==> src/rtl/mips16_ctrl_pkg.sv <==
// Shared control definitions for the 16-bit MIPS decode stage.
// Holds default widths, the {alu_op,func} encoding of JR, the JAL opcode
// and the state type of the jump-register redirect FSM.
package mips16_ctrl_pkg;

  localparam int MIPS_ADDR_W  = 16;
  localparam int MIPS_ALUOP_W = 2;
  localparam int MIPS_FUNC_W  = 4;

  // {alu_op,func} value that decodes to JR
  localparam logic [MIPS_ALUOP_W+MIPS_FUNC_W-1:0] MIPS_JR_CODE = 6'b001000;
  // Primary opcode of JAL (decoded upstream into is_jal)
  localparam logic [3:0] MIPS_JAL_OPCODE = 4'b0011;

  typedef enum logic {
    IDLE  = 1'b0,
    FLUSH = 1'b1
  } state_t;

endpackage

==> src/rtl/ras_stack.sv <==
// Return-address stack used as an advisory JR target predictor.
// Circular buffer: a push when full overwrites the oldest entry and the
// occupancy stays at DEPTH. A pop from an empty stack changes nothing.
// Ports:
//   clk, reset      clock, synchronous active-high reset
//   push, pop       push din / pop the top entry (push has priority if both)
//   din             value to push
//   top             entry[ptr-1], combinational view of the current top
//   empty, full     registered occupancy flags, reflect count after update
module ras_stack #(
  parameter int ADDR_W = 16,
  parameter int DEPTH  = 4
) (
  input  logic              clk,
  input  logic              reset,
  input  logic              push,
  input  logic              pop,
  input  logic [ADDR_W-1:0] din,
  output logic [ADDR_W-1:0] top,
  output logic              empty,
  output logic              full
);

  localparam int PTR_W = $clog2(DEPTH);
  localparam logic [PTR_W:0] DEPTH_C = (PTR_W+1)'(DEPTH);

  logic [ADDR_W-1:0] mem [DEPTH];
  logic [PTR_W-1:0]  ptr, ptr_nxt, ptr_m1;
  logic [PTR_W:0]    count, count_nxt;

  // DEPTH is a power of two, so the pointer wraps naturally
  assign ptr_m1 = ptr - 1'b1;
  assign top    = mem[ptr_m1];

  always_comb begin
    ptr_nxt   = ptr;
    count_nxt = count;
    if (push) begin
      ptr_nxt = ptr + 1'b1;
      if (count != DEPTH_C) count_nxt = count + 1'b1;
    end else if (pop && (count != '0)) begin
      ptr_nxt   = ptr_m1;
      count_nxt = count - 1'b1;
    end
  end

  always_ff @(posedge clk) begin
    if (reset) begin
      ptr   <= '0;
      count <= '0;
      empty <= 1'b1;
      full  <= 1'b0;
    end else begin
      ptr   <= ptr_nxt;
      count <= count_nxt;
      empty <= (count_nxt == '0);
      full  <= (count_nxt == DEPTH_C);
    end
  end

  // Storage needs no reset: entries are only read while count > 0
  always_ff @(posedge clk) begin
    if (push) mem[ptr] <= din;
  end

endmodule

==> src/rtl/jr_redirect_unit.sv <==
// Jump-register control for the decode stage: decodes JR, registers the
// redirect target, holds a multi-cycle front-end flush, and keeps a RAS
// whose prediction is scored against the real target (hit/miss counters).
// Ports:
//   clk, reset                 clock, synchronous active-high reset
//   valid_i, stall_i           decode instruction handshake (see below)
//   alu_op, func               decode fields; {alu_op,func}==JR_CODE is JR
//   is_jal, ret_addr           JAL indication and its link value (push)
//   jr_target                  register value of rs, the actual JR target
//   jr_control, redirect_valid one-cycle pulses, one cycle after JR accept
//   redirect_pc                JR target, holds its last value otherwise
//   flush                      squash fetch/decode, FLUSH_CYCLES cycles
//   pred_hit                   RAS top matched jr_target (with redirect_valid)
//   ras_empty, ras_full        RAS occupancy flags
//   hit_cnt, miss_cnt          saturating prediction counters
//   state_dbg                  current FSM state
//
// Handshake: an instruction transfers (accept) on a cycle where valid_i=1,
// stall_i=0 and the FSM is IDLE. stall_i is the inverse of ready; valid_i is
// not required to hold while stalled, and anything presented during FLUSH is
// dropped without side effects.
module jr_redirect_unit
  import mips16_ctrl_pkg::*;
#(
  parameter int ADDR_W       = MIPS_ADDR_W,
  parameter int ALUOP_W      = MIPS_ALUOP_W,
  parameter int FUNC_W       = MIPS_FUNC_W,
  parameter logic [ALUOP_W+FUNC_W-1:0] JR_CODE = MIPS_JR_CODE,
  parameter int RAS_DEPTH    = 4,
  parameter int FLUSH_CYCLES = 2,
  parameter int CNT_W        = 16
) (
  input  logic               clk,
  input  logic               reset,
  input  logic               valid_i,
  input  logic               stall_i,
  input  logic [ALUOP_W-1:0] alu_op,
  input  logic [FUNC_W-1:0]  func,
  input  logic               is_jal,
  input  logic [ADDR_W-1:0]  ret_addr,
  input  logic [ADDR_W-1:0]  jr_target,
  output logic               jr_control,
  output logic               redirect_valid,
  output logic [ADDR_W-1:0]  redirect_pc,
  output logic               flush,
  output logic               pred_hit,
  output logic               ras_empty,
  output logic               ras_full,
  output logic [CNT_W-1:0]   hit_cnt,
  output logic [CNT_W-1:0]   miss_cnt,
  output state_t             state_dbg
);

  localparam int CTR_W = (FLUSH_CYCLES > 1) ? $clog2(FLUSH_CYCLES) : 1;
  localparam logic [CTR_W-1:0] CTR_LAST = CTR_W'(FLUSH_CYCLES - 1);

  state_t            state, state_nxt;
  logic [CTR_W-1:0]  flush_ctr, flush_ctr_nxt;
  logic              accept, is_jr, jr_accept, jal_push, hit;
  logic [ADDR_W-1:0] ras_top;

  assign accept    = valid_i & ~stall_i & (state == IDLE);
  assign is_jr     = ({alu_op, func} == JR_CODE);
  assign jr_accept = accept & is_jr;
  // JR wins over a simultaneous JAL flag
  assign jal_push  = accept & is_jal & ~is_jr;
  // ras_empty is registered and therefore describes the pre-pop occupancy
  assign hit       = ~ras_empty & (ras_top == jr_target);

  assign flush     = (state == FLUSH);
  assign state_dbg = state;

  ras_stack #(
    .ADDR_W (ADDR_W),
    .DEPTH  (RAS_DEPTH)
  ) u_ras (
    .clk   (clk),
    .reset (reset),
    .push  (jal_push),
    .pop   (jr_accept),
    .din   (ret_addr),
    .top   (ras_top),
    .empty (ras_empty),
    .full  (ras_full)
  );

  always_comb begin
    state_nxt     = state;
    flush_ctr_nxt = flush_ctr;
    case (state)
      IDLE: begin
        if (jr_accept) begin
          state_nxt     = FLUSH;
          flush_ctr_nxt = '0;
        end
      end
      FLUSH: begin
        if (flush_ctr == CTR_LAST) state_nxt = IDLE;
        else                       flush_ctr_nxt = flush_ctr + 1'b1;
      end
      default: state_nxt = IDLE;
    endcase
  end

  always_ff @(posedge clk) begin
    if (reset) begin
      state     <= IDLE;
      flush_ctr <= '0;
    end else begin
      state     <= state_nxt;
      flush_ctr <= flush_ctr_nxt;
    end
  end

  always_ff @(posedge clk) begin
    if (reset) begin
      jr_control     <= 1'b0;
      redirect_valid <= 1'b0;
      redirect_pc    <= '0;
      pred_hit       <= 1'b0;
      hit_cnt        <= '0;
      miss_cnt       <= '0;
    end else begin
      jr_control     <= jr_accept;
      redirect_valid <= jr_accept;
      pred_hit       <= jr_accept & hit;
      if (jr_accept) begin
        redirect_pc <= jr_target;
        if (hit) begin
          if (hit_cnt != '1) hit_cnt <= hit_cnt + 1'b1;
        end else begin
          if (miss_cnt != '1) miss_cnt <= miss_cnt + 1'b1;
        end
      end
    end
  end

endmodule
==> config.mk <==
export PLATFORM = sky130hd
export DESIGN_NAME = jr_redirect_unit
export DESIGN_NICKNAME = d
export VERILOG_FILES = /design/src/rtl/mips16_ctrl_pkg.sv /design/src/rtl/ras_stack.sv /design/src/rtl/jr_redirect_unit.sv
export SDC_FILE = /design/constraint.sdc
export NUM_CORES = 1
export LEC_CHECK = 0
export CAP_MARGIN = 30
export CORE_ASPECT_RATIO = 1.75
export CORE_MARGIN = 2
export CORE_UTILIZATION = 55
export DETAILED_ROUTE_END_ITERATION = 8
export PLACE_DENSITY = 0.86
export SYNTH_ARGS = -nofsm -noshare
export SYNTH_HDL_FRONTEND = slang
export SYNTH_SLANG_ARGS = --single-unit
export TNS_END_PERCENT = 20
==> constraint.sdc <==
create_clock -name clk -period 6.4 [get_ports clk]
set_input_delay 1.28 -clock clk [delete_from_list [all_inputs] [get_ports clk]]
set_output_delay 1.28 -clock clk [all_outputs]
set_load 0.005 [all_outputs]
### Yosys cells after proc, flatten, opt, wreduce, memory -nomap -nowiden

Memory sizes are Yosys's and may differ from the RTL's.
Index checks and enable logic that the tools add are counted.

* add/sub/neg operators: 7
* eq/ne operators: 7
* reduce and logical (&&, ||, !) cells: 6
* bitwise operators: 12
* mux-type cells: 13

Operator list (number)
* $add A16 B1 Y16 const B: 2
* $ne A16 B16 Y1 const B: 2
* $eq A16 B16 Y1: 1
* $mux W3: 3
* $and A1 B1 Y1: 7
* $eq A6 B4 Y1 const B: 1
* $mux W1: 6
* $reduce_and A3 Y1: 2
* $not A1 Y1: 5
* $mux W2: 2
* $pmux W1 S2: 2
* $add A3 B1 Y3 const B: 1
* $eq A3 B3 Y1 const B: 1
* $logic_not A3 Y1: 1
* $ne A3 B3 Y1 const B: 1
* $reduce_bool A3 Y1: 1
* $sub A3 B1 Y3 const B: 1
* $add A2 B1 Y2 const B: 1
* $ne A2 B2 Y1 const B: 1
* $reduce_bool A2 Y1: 1
* $sub A2 B1 Y2 const B: 1
* $add A1 B1 Y1 const B: 1
* $logic_and A1 B1 Y1: 1

* bits of input ports: 43
* memories: 1
* word-level logic and storage cells: 57
* output and inout port bits: 55
* register bits: 59
* bits in writable memories: 64

Memory list
* u_ras.mem: depth 4, width 16, rd ports 1, clocked after memory_dff 0, write ports 1, line ras_stack.sv:27 `logic [ADDR_W-1:0] mem [DEPTH];`

### Depth between registers and ports, before layout

Gate-level depths: netlist (run 1).

* depth in word-level cells: 8
* mapped depth: 15

### Hierarchy

Synthesis (run 1) repeated with hierarchy kept, for this count alone.

* cell total of the unflattened synthesis: 437
* area, all modules: 5312.6 um^2

Modules (own cells, without submodules)
* ras_stack: sequential area each 2062.0 um^2, cells each 136, instances 1, area each 2800.2 um^2
* jr_redirect_unit: sequential area each 1041.0 um^2, cells each 301, instances 1, area each 2512.4 um^2

### Worst setup path after synthesis (run 1)

No wires, ideal clock.

* path kind: reg-to-reg
* start: register u_ras.ptr[0]
* end: register hit_cnt[6]
* arrival time: 3.288 ns
* slack: 2.992 ns
* stages on the path, launching flop included: 15
* path buffers: 5
* library setup time: 0.121 ns
* clock period less this slack: 3.408 ns
* required time: 6.279 ns
* cell sequence: dfxtp_1 buf_6 buf_12 inv_1 ha_1 clkbuf_1 buf_2 mux4_2 xnor2_1 nand4_1 nor3_4 nand3_2 buf_6 nor4_1 mux2_2

* cells in the longest elaborated chain, start to end: 5

Ends and longest elaborated chain
* start, declared: line ras_stack.sv:28 `logic [PTR_W-1:0] ptr, ptr_nxt, ptr_m1;`
* start signal, assigned: line ras_stack.sv:54 `ptr <= ptr_nxt;`
* $sub A2 B1 Y2: line ras_stack.sv:32 `assign ptr_m1 = ptr - 1'b1;`
* $mem_v2 Z4 W16
* $eq A16 B16 Y1: line jr_redirect_unit.sv:68 `assign hit = ~ras_empty & (ras_top == jr_target);`
* $and A1 B1 Y1: line jr_redirect_unit.sv:68
* $reduce_and A3 Y1 (no source line)
* end signal, assigned: line jr_redirect_unit.sv:130 `if (hit_cnt != '1) hit_cnt <= hit_cnt + 1'b1;`
* end, declared: line jr_redirect_unit.sv:49 `output logic [CNT_W-1:0] hit_cnt,`

Every way passes these cells.
A chain may end at the register's enable or synchronous reset.

### Final worst setup path (run 1)

Same ends and word-level chain as after synthesis.

==> metrics, run 1 <==
final number of max-transition violations=0; Hold WC Path Type=flop to flop; commonest cells after routing, fill and taps aside=96 x sky130_fd_sc_hd__clkdlybuf4s50_1, 64 x sky130_fd_sc_hd__edfxtp_1, 59 x sky130_fd_sc_hd__dfxtp_1, 52 x sky130_fd_sc_hd__nand2_1, 34 x sky130_fd_sc_hd__a21oi_1; data required time of the worst path=6700 ps; highest ir drop seen on vdd=0.338 mV; Total Power=2.00 mW; worst-case hold slack=456 ps; fraction of post-synthesis cell area in the top cell type by area=35.7%; number of enable-type register cells in the synthesized netlist=64; Max-Cap Viols=0; TritonCTS sink count=123; share of the clock period used by the worst path after layout=63.5%; initial cell density of the core=56.8%; unrepaired setup endpoints after global routing=no; number of cells in the design after placement=652; Post-Route Skew=5.22 ps; ratio of cells with drive above 1 in the final layout=9.59%; final-layout fill cell count=595; DRT iter0 DRCs=272; antenna cell count=0; per-cell via count in the routed design=5.82; final number of hold-violating endpoints=0; post-synth design cell area=5380 sq um; number of antenna-violating nets in the routed design=0; Netlist cell types=49; pin count of the biggest net entering global routing=67; first-pass GRT wire length=19.3 mm; vias in the first global route=4050; fin cells=685; most used flip-flop cell after synthesis=sky130_fd_sc_hd__edfxtp_1; number of instances resized during post-cts repair=0; Root Driver=sky130_fd_sc_hd__clkbuf_16; Die W=78.7 um; highest clock rate=246 MHz; relative max-transition margin=36.5%; die area=10600 sq um; minimum clock period after layout=4070 ps; TNS Setup=0 ps; total detailed-routing wirelength=12.4 mm; DP Area=6390 sq um; hold buffer count at CTS=0; CTS buffer count=17; design area=7070 sq um; GR Overflow Total=0; number of failing setup endpoints in the final timing report=0; asr flop ratio synth=0%; result of the run=completed; row cnt=47; GRT Util Overall=24.1%; post-synthesis to final-layout area growth=31.5%; via count=3986; DIE HEIGHT=135 um; power density over cell area=283 nW/um^2; buffers inserted by post-CTS timing repair=0; Critical Path End Type=flop; leakage power summed over all cells=2.33 nW; syn_nets=505; Wirelength per Cell=18.1 um; worst stage delay on the critical path=730 ps; count of mapped cells out of synthesis=453; Setup crit start kind=flop; DR DRC count=0; top cell type by total area after synthesis=sky130_fd_sc_hd__edfxtp_1; I/O pins=98; CTS H-Tree Depth=4; crit path max fanout=22; main area contributors after synthesis=sky130_fd_sc_hd__edfxtp_1 36%, sky130_fd_sc_hd__dfxtp_1 22%, sky130_fd_sc_hd__mux4_1 4.9%, sky130_fd_sc_hd__nand2_1 3.6%, sky130_fd_sc_hd__xnor2_1 3.4%; clock tree from TritonCTS=yes; register area share after synthesis=57.7%; register bit count reported by yosys=123; most common cell after layout, fill and taps aside=sky130_fd_sc_hd__clkdlybuf4s50_1; slew of the pin with the lowest slew margin=953 ps; net count reported at finish=602; average footprint of a synthesized cell=11.9 sq um; clock-pin slew reported for the worst setup and hold paths after clock tree synthesis=60 ps; buffers from clock root to sink, at most=2; critical path, cell by cell=buf_16, inv_1, ha_1, mux4_1, xnor2_1, nand4_1, nor3_4, nand3_2, nor4_1, mux2_2; critical path arrival=4370 ps; worst setup path class=flop to flop; standard cell core area=9470 sq um; post-detail-place hpwl=8.30 mm; PortBufs=97; insertion delay of the later-clocked pin in the worst-skew pair=410 ps; number of antenna violations at the first check in global routing=0; slowest cell on the critical path=sky130_fd_sc_hd__ha_1; First-pass DRT Iterations=4; GP Congestion=0.836; synthesis warning total=0
through the flow:
stage	utilization (%)	setup WS, ps
after global placement	67.5	2140
after floorplan	-	2990
after global routing	74.7	2020
after detailed placement	67.5	1850
after CTS	74.4	1750
final	74.7	2330
worst max-delay path: cells and delay by family (launching register included):
family | cells | cell delay (ps)
simple gates | 4 | 1380
mux | 2 | 800
fa+ha+maj | 1 | 730
flops | 1 | 510
buf+inv | 2 | 310
xor+xnor | 1 | 210
layer usage:
metal  part of all wire, %  global-route usage, %  vias to the layer above
met2                    56                   43.9                      124
met5                     0                      0                        -
met1                    37                   24.8                     1960
met4                   2.9                   13.3                        0
met3                   4.7                   6.02                       24
li1                      -                      -                     1878
registers in the layout (all words and copies together), names as in the netlist, 2 cells and up:
signal / cells
hit_cnt: 16
miss_cnt: 16
redirect_pc: 16
u_ras.count: 3
u_ras.mem: 64
u_ras.ptr: 2
logic make-up after synthesis:
family / Yosys count / share of synthesized area (%)
adders and majority gates: 9 / 2.09
DFF: 123 / 57.7
and+or+nand+nor: 169 / 16.1
muxes: 27 / 9.63
AOI/OAI and AO/OA: 66 / 7.56
buffers and inverters: 37 / 3.33
xor gates and xnor gates: 22 / 3.58
synthesized netlist by cell type (all sizes together) (2+ instances only):
cell type	count
nor4	5
xnor2	21
clkbuf	16
ha	9
inv	15
a21oi	34
a32o	2
buf	6
and4	2
o31ai	10
nand3	18
nand4	10
mux2	8
nor3	7
or4	11
nor2b	8
edfxtp	64
nor2	33
o21ai	8
or3	7
dfxtp	59
mux2i	3
and2	7
nand2	53
and3	4
mux4	16
a211oi	3
worst paths after layout:
| path | from | to | cells after the start | slack, ps |
|---|---|---|---|---|
| worst max register to register | u_ras.ptr[0]$_SDFFE_PP0P_ | hit_cnt[6]$_SDFFE_PP0P_ | 10 | 2330 |
| worst max-delay path | u_ras.ptr[0]$_SDFFE_PP0P_ | hit_cnt[6]$_SDFFE_PP0P_ | 10 | 2330 |
| worst min-delay path | redirect_pc[3]$_SDFFE_PP0P_ | redirect_pc[3]$_SDFFE_PP0P_ | 2 | 460 |
| worst min register to register | redirect_pc[3]$_SDFFE_PP0P_ | redirect_pc[3]$_SDFFE_PP0P_ | 2 | 460 |
where the power goes:
group | internal [mW] | switching (mW)
clock | 0.726 | 0.339
sequential | 0.836 | 0.00396
combinational | 0.0512 | 0.0460
total | 1.61 | 0.389
cell type report:
type	count	area, sq um	area share, %
flip-flops and latches	123	3100	43.9
clock buffers	19	433	6.12
repair buffers	100	1010	14.3
well taps	122	153	2.16
clock inverters	13	223	3.15
multi-input cells	293	2100	29.6
inverters	15	56.3	0.796
Note: power is estimated with default switching activity, not from simulation.
==> inputs of run 2 (changes only) <==
--- a/config.mk
+++ b/config.mk
@@ -8,9 +8,9 @@
 export CAP_MARGIN = 30
 export CORE_ASPECT_RATIO = 1.75
 export CORE_MARGIN = 2
-export CORE_UTILIZATION = 55
+export CORE_UTILIZATION = 47
 export DETAILED_ROUTE_END_ITERATION = 8
-export PLACE_DENSITY = 0.86
+export PLACE_DENSITY = 0.79
 export SYNTH_ARGS = -nofsm -noshare
 export SYNTH_HDL_FRONTEND = slang
 export SYNTH_SLANG_ARGS = --single-unit
==> constraint.sdc (replaced) <==
create_clock -name clk -period 3.6 [get_ports clk]
set_input_delay 0.72 -clock clk [delete_from_list [all_inputs] [get_ports clk]]
set_output_delay 0.72 -clock clk [all_outputs]
set_load 0.005 [all_outputs]
==> run 2 against run 1 <==
Net effect:
- combinational power rose by 73%
- clock-buffer cell count fell by 1
- utilization fell by 12 points
- sequential share of layout area rose by 0.11 points
- final area fell by 0.25%
- total power rose by 64%
==> metrics, run 2 (synthesis gave the netlist of run 1 again) <==
Global Route met1 Usage=21.1% (-3.7 points); post-detail-place hpwl=8.35 mm (+0.62%); unrepaired setup endpoints after global routing=no; data required time of the worst path=3890 ps (-2810 ps); hold buffer count at CTS=0 (unchanged); highest clock rate=307 MHz (+25%); relative max-transition margin=41.5% (+5.0 points); CTS buffer count=17 (unchanged); net count reported at finish=611 (+1.5%); TritonCTS sink count=123 (unchanged); start of the worst register-to-register path=u_ras.ptr[1]$_SDFFE_PP0P_; GP Congestion=0.747 (-11%); final number of max-transition violations=0 (unchanged); proportion of total power due to net switching=21.2% (+1.8 points); Root Driver=sky130_fd_sc_hd__clkbuf_16; number of antenna-violating nets in the routed design=0 (unchanged); Sw Pwr=0.698 mW (+79%); buffers from clock root to sink, at most=2 (unchanged); via count=3894 (-2.3%); row cnt=51 (+8.5%); fin cells=704 (+2.8%); sequential power share=45.3% (+3.4 points); launch point of the worst hold path=redirect_pc[4]$_SDFFE_PP0P_; slew of the pin with the lowest slew margin=873 ps (-79.3 ps); number of antenna violations at the first check in global routing=0 (unchanged); die area=12300 sq um (+16%); first-pass GRT wire length=19.1 mm (-0.79%); GRT Util Overall=19.4% (-4.7 points); power density over cell area=467 nW/um^2 (+65%); initial cell density of the core=48.2% (-8.6 points); number of flip-flops under the largest register name=64 (unchanged); share of the clock period used by the worst path after layout=90.6% (+27 points); leakage power summed over all cells=2.33 nW (about the same); final number of hold-violating endpoints=0 (unchanged); TNS Setup=0 ps (unchanged); total detailed-routing wirelength=11.7 mm (-5.9%); R2R depth=10 (unchanged); number of instances resized during post-cts repair=0 (unchanged); met3 usage in global routing=5.16% (-0.85 points); GR Overflow Total=0 (unchanged); met2 capacity usage during global routing=35.5% (-8.4 points); post-synthesis to final-layout area growth=31.2%; proportion of power drawn by the clock network=49.6% (-3.6 points); GRT busiest layer=met2; antenna cell count=0 (unchanged); Reg with most FFs=u_ras.mem; DR DRC count=0 (unchanged); DIE HEIGHT=146 um (+7.9%); most common cell after layout, fill and taps aside=sky130_fd_sc_hd__clkdlybuf4s50_1; standard cell core area=11200 sq um (+18%); number of failing setup endpoints in the final timing report=0 (unchanged); result of the run=completed; buffers inserted by post-CTS timing repair=0 (unchanged); Worst Hold Path EP=redirect_pc[4]$_SDFFE_PP0P_; First-pass DRT Iterations=4 (unchanged); Hold WC Path Type=flop to flop; highest ir drop seen on vdd=0.386 mV (+14%); Wirelength per Cell=16.6 um (-8.4%); internal power consumption=2.60 mW (+61%); Critical Path End Type=flop; PortBufs=97 (unchanged); pin count of the biggest net entering global routing=35 (-48%); hold-critical path depth=2 (unchanged); clock tree from TritonCTS=yes; first element of the critical path=u_ras.ptr[1]$_SDFFE_PP0P_; critical path arrival=3550 ps (-820 ps); worst reg2reg endpoint=hit_cnt[6]$_SDFFE_PP0P_; register-to-register setup slack=340 ps (-1990 ps); CTS H-Tree Depth=4 (unchanged); Post-Route Skew=7.47 ps (+2.26 ps); commonest cells after routing, fill and taps aside=96 x sky130_fd_sc_hd__clkdlybuf4s50_1, 64 x sky130_fd_sc_hd__edfxtp_1, 59 x sky130_fd_sc_hd__dfxtp_1, 52 x sky130_fd_sc_hd__nand2_1, 34 x sky130_fd_sc_hd__a21oi_1; Setup crit start kind=flop; insertion delay of the later-clocked pin in the worst-skew pair=400 ps (about the same); number of cells in the design after placement=672 (+3.1%); per-cell via count in the routed design=5.53 (-4.9%); crit path max fanout=22 (unchanged); worst setup path class=flop to flop; I/O pins=98 (unchanged); DRT iter0 DRCs=180 (-34%); ratio of cells with drive above 1 in the final layout=11.4% (+1.8 points); Combinational Power Share=5.1% (+0.2 points); Max-Cap Viols=0 (unchanged); clock-pin slew reported for the worst setup and hold paths after clock tree synthesis=60 ps (about the same); final-layout fill cell count=869 (+46%); vias in the first global route=3962 (-2.2%); Die W=84.9 um (+7.8%); minimum clock period after layout=3260 ps (-806 ps)
## run 2: per-layer routing
layer  part of all wire (%)  routed length [um]  vias up
li1                       -                   -     1890
met1                     37                4370     1883
met2                     55                6450      106
met3                    4.9                 569       15
met4                    2.3                 265        0
met5                      0                   0        -
## run 2: layout make-up
cell class | instances | area [sq um] | share of cell area [%]
repair buffers | 109 | 1060 | 15.0
multi-input cells | 293 | 2100 | 29.7
well taps | 132 | 165 | 2.34
clock inverters | 14 | 149 | 2.11
clock buffers | 18 | 429 | 6.08
inverters | 15 | 56.3 | 0.798
flip-flops and latches | 123 | 3100 | 44.0
## run 2: worst max-delay path by stage
stage,end,slack [ps],cells past startpoint
floorplan,hit_cnt[6]$_SDFFE_PP0P_,190,14
global placement,hit_cnt[6]$_SDFFE_PP0P_,490,10
detailed placement,hit_cnt[6]$_SDFFE_PP0P_,340,10
CTS,hit_cnt[6]$_SDFFE_PP0P_,320,10
global route,hit_cnt[6]$_SDFFE_PP0P_,120,10
finish,hit_cnt[6]$_SDFFE_PP0P_,340,10
## run 2: stage by stage
step / cell area [sq um] / setup WS (ps) / hold WS (ps) / utilization, % / power, mW
2_1_floorplan: 5380 / 192 / 453 / - / 1.61
3_3_place_gp: 6480 / 488 / 443 / 58.0 / 1.68
3_5_place_dp: 6480 / 344 / 449 / 58.0 / 1.69
4_1_cts: 7050 / 325 / 457 / 63.2 / 3.33
5_1_grt: 7050 / 122 / 481 / 63.2 / 3.41
6_report: 7050 / 340 / 456 / 63.2 / 3.29
## run 2: worst max-delay path: stages (launching register included)
cell and delay (ps):
sky130_fd_sc_hd__dfxtp_1 370, sky130_fd_sc_hd__inv_1 80, sky130_fd_sc_hd__ha_1 320, sky130_fd_sc_hd__buf_4 240, sky130_fd_sc_hd__mux4_1 330, sky130_fd_sc_hd__xnor2_1 160
sky130_fd_sc_hd__nand4_1 180, sky130_fd_sc_hd__nor3_4 290, sky130_fd_sc_hd__nand3_2 340, sky130_fd_sc_hd__nor4_1 440, sky130_fd_sc_hd__mux2_2 370
## run 2: power groups by stage
stage / sequential, mW / combinational (mW) / clock (mW)
after floorplan: 1.52 / 0.0920 / 0
after global placement: 1.52 / 0.164 / 0
after detailed placement: 1.52 / 0.169 / 0
after CTS: 1.49 / 0.170 / 1.67
after global routing: 1.49 / 0.184 / 1.73
final: 1.49 / 0.168 / 1.63
==> inputs of run 3 (changes only) <==
--- a/config.mk
+++ b/config.mk
@@ -6,7 +6,7 @@
 export NUM_CORES = 1
 export LEC_CHECK = 0
 export CAP_MARGIN = 30
-export CORE_ASPECT_RATIO = 1.75
+export CORE_ASPECT_RATIO = 1.1
 export CORE_MARGIN = 2
 export CORE_UTILIZATION = 47
 export DETAILED_ROUTE_END_ITERATION = 8
==> run 3 against run 2 <==
Net effect:
- sequential cell count did not move
- total power is 5.4% higher
- sequential share of layout area shrank 0.49 points
- fmax is 2.6% lower
- clock skew about the same
- combinational power rose by 4%
- wire length is 2.0% higher
- clock power up 11%
- die area down 0.27%
- sequential power barely moved
- global-route usage is 0.45 points higher
- largest cell class unchanged
- largest power group unchanged
==> metrics, run 3 (synthesis gave the netlist of run 1 again) <==
result of the run=completed; highest clock rate=299 MHz (-2.6%); via count=3913 (+0.49%); row cnt=40 (-22%); total detailed-routing wirelength=11.9 mm (+2.0%); relative max-transition margin=60.5% (+19 points); number of flip-flops under the largest register name=64 (unchanged); worst setup path class=flop to flop; commonest cells after routing, fill and taps aside=96 x sky130_fd_sc_hd__clkdlybuf4s50_1, 64 x sky130_fd_sc_hd__edfxtp_1, 59 x sky130_fd_sc_hd__dfxtp_1, 52 x sky130_fd_sc_hd__nand2_1, 34 x sky130_fd_sc_hd__a21oi_1; worst stage delay on the critical path=450 ps (about the same); clock-pin slew reported for the worst setup and hold paths after clock tree synthesis=50 ps (about the same); critical path, cell by cell=inv_1, ha_1, buf_4, mux4_1, xnor2_1, nand4_1, nor3_4, nand3_2, nor4_1, mux2_2; final number of max-transition violations=0 (unchanged); die area=12300 sq um (-0.27%); critical path arrival=3640 ps (+90 ps); slew of the pin with the lowest slew margin=588 ps (-286 ps); TNS Setup=0 ps (unchanged); per-cell via count in the routed design=5.44 (-1.6%); unrepaired setup endpoints after global routing=no; worst slack at placement=295 ps (-48.5 ps); power density over cell area=487 nW/um^2 (+4.2%); post-detail-place hpwl=8.09 mm (-3.1%); DIE HEIGHT=116 um (-20%); Setup crit start kind=flop; final worst-path setup slack=254 ps (-85.4 ps); DRT iter0 DRCs=202 (+12%); net count reported at finish=612 (+0.16%); data required time of the worst path=3890 ps (about the same); most common cell after layout, fill and taps aside=sky130_fd_sc_hd__clkdlybuf4s50_1; highest ir drop seen on vdd=0.287 mV (-26%); initial cell density of the core=48.6% (+0.46 points); minimum clock period after layout=3350 ps (+85.4 ps); post-synthesis to final-layout area growth=32.6%; leakage power summed over all cells=2.37 nW (+1.6%); GRT Util Overall=19.9% (+0.45 points); Critical Path End Type=flop; hold buffer count at CTS=0 (unchanged); Reg with most FFs=u_ras.mem; buffers from clock root to sink, at most=2 (unchanged); final number of hold-violating endpoints=0 (unchanged); insertion delay of the later-clocked pin in the worst-skew pair=410 ps (about the same); ratio of cells with drive above 1 in the final layout=11.0% (-0.35 points); Max-Cap Viols=0 (unchanged); number of antenna violations at the first check in global routing=0 (unchanged); PortBufs=97 (unchanged); GR Overflow Total=0 (unchanged); number of instances resized during post-cts repair=0 (unchanged); CTS H-Tree Depth=4 (unchanged); number of antenna-violating nets in the routed design=0 (unchanged); pin count of the biggest net entering global routing=40 (+14%); Post-Route Skew=7.50 ps (+0.0300 ps); Hold WC Path Type=flop to flop; vias in the first global route=3865 (-2.4%); clock tree from TritonCTS=yes; Root Driver=sky130_fd_sc_hd__clkbuf_16; CTS buffer count=17 (unchanged); I/O pins=98 (unchanged); Die W=106 um (+25%); First-pass DRT Iterations=4 (unchanged); slowest cell on the critical path=sky130_fd_sc_hd__ha_1; share of the clock period used by the worst path after layout=92.9% (+2.4 points); number of failing setup endpoints in the final timing report=0 (unchanged); first-pass GRT wire length=18.9 mm (-1.2%); crit path max fanout=22 (unchanged); TritonCTS sink count=123 (unchanged); DR DRC count=0 (unchanged); antenna cell count=0 (unchanged); Wirelength per Cell=16.5 um (about the same); standard cell core area=11100 sq um (-0.95%); buffers inserted by post-CTS timing repair=0 (unchanged); GP Congestion=0.870 (+16%)
## run 3: cell types whose count changed in the layout (fill, tap and decap cells not counted), sizes merged
cell	delta
inv	-2
clkbuf	+1
bufinv	+3
clkinvlp	-3
buf	+1
## run 3: through the flow
| stage | instances | area, sq um | power (mW) | hold slack [ps] | utilization [%] |
|---|---|---|---|---|---|
| 2_1_floorplan | 453 | 5380 | 1.61 | 453 | - |
| 3_3_place_gp | 688 | 6500 | 1.69 | 444 | 58.8 |
| 3_5_place_dp | 688 | 6500 | 1.69 | 446 | 58.8 |
| 4_1_cts | 719 | 7130 | 3.50 | 454 | 64.5 |
| 5_1_grt | 719 | 7130 | 3.58 | 477 | 64.5 |
| 6_report | 719 | 7130 | 3.47 | 456 | 64.5 |
## run 3: power by group
part	leakage (nW)	switching (mW)	internal, mW
combinational	1.01	0.0832	0.0913
clock	0.304	0.585	1.22
sequential	1.05	0.00459	1.49
## run 3: routing by layer
layer  global-route usage (%)  up-vias  wire [um]
met4                     8.42        0        157
met5                        0        -          0
li1                         -     1893          -
met3                     5.13       18        622
met2                     34.2      123       5920
met1                     24.1     1879       5200
## run 3: path summary, 6_finish.rpt
| kind | from | end | slack, ps | depth (start not counted) |
|---|---|---|---|---|
| max | u_ras.ptr[1]$_SDFFE_PP0P_ | hit_cnt[6]$_SDFFE_PP0P_ | 250 | 10 |
| min reg2reg | redirect_pc[13]$_SDFFE_PP0P_ | redirect_pc[13]$_SDFFE_PP0P_ | 460 | 2 |
| min | redirect_pc[13]$_SDFFE_PP0P_ | redirect_pc[13]$_SDFFE_PP0P_ | 460 | 2 |
| max reg2reg | u_ras.ptr[1]$_SDFFE_PP0P_ | hit_cnt[6]$_SDFFE_PP0P_ | 250 | 10 |
## run 3: cell type report
type	instances	area (sq um)
clock inverter	12	198
sequential	123	3100
tap	147	184
timing repair buffer	110	1060
multi-input combinational	293	2100
fill	830	3930
inverter	15	56.3
clock buffer	19	433
## run 3: critical path: cells and delay by family (launching register included)
family / cells / cell delay [ps]
mux: 2 / 690
simple gates: 4 / 1220
buf+inv: 2 / 310
xor+xnor: 1 / 180
fa+ha+maj: 1 / 450
flops: 1 / 370
